## src/rtl/adc_fifo_packer.sv

```systemverilog
// Packs pairs of 16-bit ADC samples from an upstream FIFO into 32-bit words,
// flushing a lone sample as a half word after TIMEOUT idle cycles.
module adc_fifo_packer #(
    parameter int RD_LATENCY = 1,
    parameter int TIMEOUT    = 255
) (
    input  logic        i_clk,
    input  logic        i_rst_n,
    input  logic        i_enable,
    input  logic        i_fifo_empty,
    input  logic        i_fifo_full,
    input  logic [15:0] i_fifo_q,
    output logic        o_fifo_re,
    output logic [31:0] o_m_data,
    output logic        o_m_valid,
    input  logic        i_m_ready,
    output logic        o_m_half,
    output logic        o_ovf,
    input  logic        i_clr_ovf,
    output logic [15:0] o_word_cnt
);

    typedef enum logic [2:0] {IDLE, WAIT_LO, HAVE_LO, WAIT_HI, OUT} state_t;

    localparam logic [1:0]  LAT_LAST = 2'(RD_LATENCY);
    localparam logic [15:0] TO_LAST  = 16'(TIMEOUT - 1);

    state_t      r_state;
    state_t      w_next_state;
    logic        r_fifo_re;
    logic [31:0] r_m_data;
    logic        r_m_valid;
    logic        r_m_half;
    logic        r_ovf;
    logic [15:0] r_word_cnt;
    logic [1:0]  r_lat_cnt;
    logic [15:0] r_to_cnt;
    logic        r_armed;

    logic        w_can_read;
    logic        w_issue_re;
    logic        w_latch_lo;
    logic        w_latch_hi;
    logic        w_timeout;
    logic        w_xfer;

    // r_armed holds off the first read until one full cycle after reset release.
    assign w_can_read = i_enable & ~i_fifo_empty & r_armed;

    always_ff @(posedge i_clk or negedge i_rst_n) begin
        if (!i_rst_n) begin
            r_state <= IDLE;
        end else begin
            r_state <= w_next_state;
        end
    end

    always_comb begin
        w_next_state = r_state;
        w_issue_re   = 1'b0;
        w_latch_lo   = 1'b0;
        w_latch_hi   = 1'b0;
        w_timeout    = 1'b0;
        w_xfer       = 1'b0;
        case (r_state)
            IDLE: begin
                if (w_can_read) begin
                    w_next_state = WAIT_LO;
                    w_issue_re   = 1'b1;
                end
            end
            WAIT_LO: begin
                if (r_lat_cnt == LAT_LAST) begin
                    w_next_state = HAVE_LO;
                    w_latch_lo   = 1'b1;
                end
            end
            HAVE_LO: begin
                // A read wins over the timeout when both are possible.
                if (w_can_read) begin
                    w_next_state = WAIT_HI;
                    w_issue_re   = 1'b1;
                end else if (r_to_cnt == TO_LAST) begin
                    w_next_state = OUT;
                    w_timeout    = 1'b1;
                end
            end
            WAIT_HI: begin
                if (r_lat_cnt == LAT_LAST) begin
                    w_next_state = OUT;
                    w_latch_hi   = 1'b1;
                end
            end
            OUT: begin
                if (i_m_ready) begin
                    w_next_state = IDLE;
                    w_xfer       = 1'b1;
                end
            end
            default: w_next_state = IDLE;
        endcase
    end

    always_ff @(posedge i_clk or negedge i_rst_n) begin
        if (!i_rst_n) begin
            r_fifo_re  <= 1'b0;
            r_m_data   <= 32'h0;
            r_m_valid  <= 1'b0;
            r_m_half   <= 1'b0;
            r_word_cnt <= 16'h0;
            r_lat_cnt  <= 2'd0;
            r_to_cnt   <= 16'h0;
            r_armed    <= 1'b0;
        end else begin
            r_armed   <= 1'b1;
            r_fifo_re <= w_issue_re;

            if (w_issue_re) begin
                r_lat_cnt <= 2'd0;
            end else if (r_state == WAIT_LO || r_state == WAIT_HI) begin
                r_lat_cnt <= r_lat_cnt + 2'd1;
            end

            if (w_latch_lo || w_issue_re) begin
                r_to_cnt <= 16'h0;
            end else if (r_state == HAVE_LO) begin
                r_to_cnt <= r_to_cnt + 16'h1;
            end

            // Clearing the upper half here makes a timed-out half word carry zeros.
            if (w_latch_lo) begin
                r_m_data <= {16'h0, i_fifo_q};
            end else if (w_latch_hi) begin
                r_m_data[31:16] <= i_fifo_q;
            end

            if (w_latch_hi || w_timeout) begin
                r_m_valid <= 1'b1;
            end else if (w_xfer) begin
                r_m_valid <= 1'b0;
            end

            if (w_timeout) begin
                r_m_half <= 1'b1;
            end else if (w_latch_hi || w_xfer) begin
                r_m_half <= 1'b0;
            end

            if (w_xfer) begin
                r_word_cnt <= r_word_cnt + 16'h1;
            end
        end
    end

    // Set has priority over clear so a coincident full flag is never lost.
    always_ff @(posedge i_clk or negedge i_rst_n) begin
        if (!i_rst_n) begin
            r_ovf <= 1'b0;
        end else if (i_fifo_full) begin
            r_ovf <= 1'b1;
        end else if (i_clr_ovf) begin
            r_ovf <= 1'b0;
        end
    end

    assign o_fifo_re  = r_fifo_re;
    assign o_m_data   = r_m_data;
    assign o_m_valid  = r_m_valid;
    assign o_m_half   = r_m_half;
    assign o_ovf      = r_ovf;
    assign o_word_cnt = r_word_cnt;

endmodule
```

## config.mk

```make
export PLATFORM = sky130hd
export DESIGN_NAME = adc_fifo_packer
export DESIGN_NICKNAME = d
export VERILOG_FILES = /design/src/rtl/adc_fifo_packer.sv
export SDC_FILE = /design/constraint.sdc
export NUM_CORES = 1
export LEC_CHECK = 0
export BUFFER_PORTS_ARGS = -buffer_cell sky130_fd_sc_hd__buf_2
export CAP_MARGIN = 25
export CORE_ASPECT_RATIO = 1.4
export CORE_MARGIN = 2
export CORE_UTILIZATION = 48
export DETAILED_ROUTE_END_ITERATION = 12
export PLACE_DENSITY = 0.81
export SETUP_SLACK_MARGIN = 0.2
export SLEW_MARGIN = 20
export SYNTH_ARGS = -nofsm -noshare
export SYNTH_HDL_FRONTEND = slang
export SYNTH_SLANG_ARGS = --single-unit
```

## constraint.sdc

```tcl
create_clock -name i_clk -period 1.75 [get_ports i_clk]
set_input_delay 0.175 -clock i_clk [delete_from_list [all_inputs] [get_ports i_clk]]
set_output_delay 0.175 -clock i_clk [all_outputs]
set_load 0.01 [all_outputs]
```

Word level (Yosys, flattened, before mapping) --
Index checks and enable logic that the tools add are counted.
Storage, ports and cells: register bits after elaboration 74, output and inout bits 52, word-level logic and storage cells 70
Operators by class: $add $sub $neg 3, equal/unequal tests 11, multiplexer cells 29, bitwise gates (word level) 3, reduce and logical (&&, ||, !) cells 13
Operators by type and width (number):
- two-way mux 16 bit | 4
- adder 16 x 1 -> 16 bit (second input constant) | 2
- two-way mux 3 bit | 6
- equality test 16 x 8 -> 1 bit (second input constant) | 1
- two-way mux 1 bit | 16
- one-hot mux 3 bit (5 select lines) | 1
- nonzero test 2 bit | 6
- inequality test 2 bit (second input constant) | 4
- equality test 3 x 2 -> 1 bit (second input constant) | 2
- AND reduction 5 bit | 1
- logical OR 1 bit | 4
- two-way mux 2 bit | 2
- equality test 3 x 1 -> 1 bit (second input constant) | 1
- equality test 3 bit (second input constant) | 1
- logical NOT 3 bit | 1
- inequality test 3 bit (second input constant) | 1
- adder 2 x 1 -> 2 bit (second input constant) | 1
- AND 1 bit | 2
- equality test 2 x 1 -> 1 bit (second input constant) | 1
- OR reduction 2 bit | 1
- NOT 1 bit | 1

Longest topological paths before layout --
word-level depth 7, mapped depth 7

Least setup slack after synthesis --
No wires, ideal clock.
kind flip-flop to flip-flop, start point register r_lat_cnt[0], end point register r_to_cnt[13], setup time 0.066 ns, data arrival time 1.710 ns, path slack -0.026 ns, stages on the path, launching flop included 7, buffers on the path 1, period minus slack after synthesis 1.776 ns, cell sequence dfrtp_1 > ha_1 > and4bb_1 > buf_2 > a21o_1 > or4_1 > nand2_1
On the way: word-level cells in the longest chain between the ends 5, elaborated cells between the ends (all ways) 6, classes of those cells 1 x eq/ne; 3 x mux; 2 x reduce/logical
RTL lines:
- start: declaration | line 36 | logic [1:0] r_lat_cnt;
- start signal: assignment | line 121 | r_lat_cnt <= r_lat_cnt + 2'd1;
- equality test 2 x 1 -> 1 bit * | line 73 | if (r_lat_cnt == LAT_LAST) begin
- two-way mux 1 bit * | line 73
- two-way mux 1 bit * | line 65 | case (r_state)
- logical OR 1 bit * | line 124 | if (w_latch_lo || w_issue_re) begin
- two-way mux 16 bit / nonzero test 2 bit (equally long branches)
- end signal: assignment | line 127 | r_to_cnt <= r_to_cnt + 16'h1;
- end: declaration | line 37 | logic [15:0] r_to_cnt;
Mark *: on every way between the ends. The rest lies on a longest branch, timed or not. A chain may end at the register's enable or synchronous reset.

Worst setup path after layout --
start point register r_lat_cnt[1], end point register r_to_cnt[12]
Same word-level chain as after synthesis.

==> flow_metrics.env <==
export IMPL_portBuffers=74
export IMPL_p_leak_nw=2.05
export IMPL_synth_seq_cells=74
export IMPL_crit_cells=6
export IMPL_placedCellCount=473
export IMPL_grt_usage_pct=20.1
export IMPL_die_area_um2=7500
export IMPL_critPathArrivalTime_ns=1.93
export IMPL_num_rows=35
export IMPL_core_um2=6610
export IMPL_slowest_delay_ns=0.41
export IMPL_outcome="complete, no violations"
export IMPL_hold_violations=0
export IMPL_synth_edf_count=0
export IMPL_yosysTopAreaCellShare_pct=56.6
export IMPL_viasPerCell=5.36
export IMPL_tritoncts="done"
export IMPL_die_y_um=102
export IMPL_cts_made_buffers=9
export IMPL_syn_cell_area_um2=3270
export IMPL_critPathBufInv=1
export IMPL_path_class="flop to flop"
export IMPL_root_buffer="clkbuf_8"
export IMPL_routed_wl_um=7160
export IMPL_gr_total_overflow=0
export IMPL_cp_top_family="compound AO/OA/AOI/OAI gates"
export IMPL_synth_nets=331
export IMPL_synthCells=304
export IMPL_critPathLaunchType="flop"
export IMPL_cts_buffer_depth=2
export IMPL_cts_clk_slew_worst_paths_ns=0.07
export IMPL_ys_seq_area_share_pct=56.6
export IMPL_cap_violations=0
export IMPL_grt_pass1_wl_um=11400
export IMPL_clock_sinks=74
export IMPL_clock_skew_ns=0.0136
export IMPL_vias=2658
export IMPL_power_density_nw_per_um2=1400
export IMPL_start_util_pct=49.5
export IMPL_setup_slack_ns=0.0872
export IMPL_grt_pass1_vias=2483
export IMPL_finalPower_mw=5.80
export IMPL_antenna_found_initial=0
export IMPL_path_cells="inv_2 > ha_4 > nand2b_1 > a221o_1 > or3_1 > a21oi_2"
export IMPL_min_period_ns=1.66
export IMPL_synth_cell_types=45
export IMPL_diodes=0
export IMPL_end_kind="flop"
export IMPL_routedWlPerCell_um=14.4
export IMPL_die_w_um=73.8
export IMPL_setup_viol=0
export IMPL_worst_slew_pin_slew_ns=0.597
export IMPL_cpMaxStageDelayCell="a221o_1"
export IMPL_grt_max_degree=35
export IMPL_io_pins=75
export IMPL_synth_top_cells_by_area="dfrtp_1, nand2_1, mux2_2"
export IMPL_cp_required_ns=2.01
export IMPL_htreeDepth=3
export IMPL_place_gp_congestion=0.861
export IMPL_hpwlAfterDp_um=5130
export IMPL_finalCritPeriodShare_pct=95.0
export IMPL_yosys_area_top_type="dfrtp_1"
export IMPL_yosys_warnings=0
export IMPL_min_path_type="primary input to flop"
export IMPL_finalNonFillerCells=496
export IMPL_syn_to_final_growth_pct=26.7
export IMPL_hold_path_depth=2
export IMPL_drt_initial_drc_count=204
export IMPL_finalNetCount=429
export IMPL_first_pass_iters=4
export IMPL_r2r_cells=6
export IMPL_drive_gt1_share_pct=35.9
export IMPL_fmax_mhz=601
export IMPL_syn_mean_instance_area_um2=10.8
export IMPL_crit_fanout=5
export IMPL_max_vdd_ir_drop_uv=545
export IMPL_tns_ns=0
export IMPL_drc=0
export IMPL_clk_latency_ns=0.34
export IMPL_synth_async_reset_ratio_pct=100
export IMPL_grt_setup_unrepaired="yes"
export IMPL_max_slew_margin_rel_pct=60.2
export IMPL_ys_flop_type="dfrtp_1"
export IMPL_final_antenna_net_count=0
export IMPL_drv_slew=0
export IMPL_post_place_ws_ns=0.0671
==> final timing paths <==
check	startpoint	to	slack, ns
worst max-delay path	r_lat_cnt[1]	r_to_cnt[12]	0.09
worst min-delay path	i_fifo_full	o_ovf	0.01
worst max register to register	r_lat_cnt[1]	r_to_cnt[12]	0.09
worst min register to register	o_ovf	o_ovf	0.47
max in group asynchronous	i_rst_n	o_word_cnt[14]	0.75
min in group asynchronous	i_rst_n	o_m_data[7]	0.37
==> Yosys cell counts, types with 2 or more instances <==
library cell / n
a21o_1: 2
xnor2_1: 14
nor3_1: 3
nand4_1: 8
xor2_1: 8
or3_1: 6
ha_1: 4
a21oi_1: 6
mux2_2: 17
nor2_1: 14
and3_1: 5
o211ai_1: 3
or4_1: 4
clkbuf_1: 6
nand2b_1: 2
nand2_1: 61
nand3b_1: 2
inv_1: 5
o21ai_0: 23
buf_2: 2
nand3_1: 11
dfrtp_1: 74
o22ai_1: 2
==> per-layer routing <==
layer  vias up  part of all wire [%]  GRT usage (%)
li1       1248                     -              -
met1      1331                    40           24.0
met2        65                    55           34.0
met3        14                   3.3           3.08
met4         0                   2.3           11.3
met5         -                     0              0
==> cell usage in the layout (no fill, tap or decap), types with 3 or more instances in the layout <==
cell type and n:
nand4_1 8, o211ai_1 3, o21ai_0 23, or4_1 3
buf_4 20, or3_1 6, inv_1 4, xor2_1 8
buf_2 74, a21oi_1 4, and3_1 5, xnor2_1 14
ha_1 3, dfrtp_1 71, nand3_1 11, dfrtp_2 3
nor3_1 3, mux2_2 17, nand2_1 61, nor2_1 12
clkbuf_8 10
==> flip-flops by register name, indices dropped and copies added, names as in the netlist <==
| register | count |
|---|---|
| o_m_data | 32 |
| o_word_cnt | 16 |
| r_to_cnt | 16 |
| r_state | 3 |
| r_lat_cnt | 2 |
| o_fifo_re | 1 |
| o_m_half | 1 |
| o_m_valid | 1 |
| o_ovf | 1 |
| r_armed | 1 |
==> what timing repair did <==
item	in CTS	in global routing
gates resized for setup	6	8
buffers inserted	2	7
endpoints found under the hold margin	24	0
pin swaps	6	5
setup endpoints to repair	34	40
hold buffers	1	0
==> area by class of cell <==
type	count	area, um2
Tap cell	92	115
Clock inverter	3	42.5
Inverter	5	18.8
Fill cell	539	2470
Sequential cell	74	1860
Multi-Input combinational cell	214	1390
Clock buffer	10	138
Timing Repair Buffer	98	582
==> through the flow <==
stage / utilization [%] / cell area (um2) / hold WS, ns
after CTS: 61.4 / 4060 / 0.00652
after global routing: 62.6 / 4140 / 0.00848
after global placement: 57.9 / 3830 / 0.211
after detailed placement: 57.9 / 3830 / 0.208
after floorplan: - / 3290 / -0.121
final: 62.6 / 4140 / 0.0136
==> cell families after synthesis <==
group	count (synthesis)	share of synthesized area (%)
AO/OA/AOI/OAI	42	7.46
XOR/XNOR	22	5.89
adder cells (fa/ha/maj)	4	1.53
buffers and inverters	16	2.26
flip-flops	74	56.6
multiplexers	17	5.85
other	1	0.115
AND/OR/NAND/NOR	128	20.3
==> report_power, final <==
group / internal (mW) / total, mW / switching [mW]
sequential: 2.20 / 2.53 / 0.330
clock: 0.671 / 1.26 / 0.585
combinational: 0.949 / 2.02 / 1.07
(Power assumes the default switching activity.)
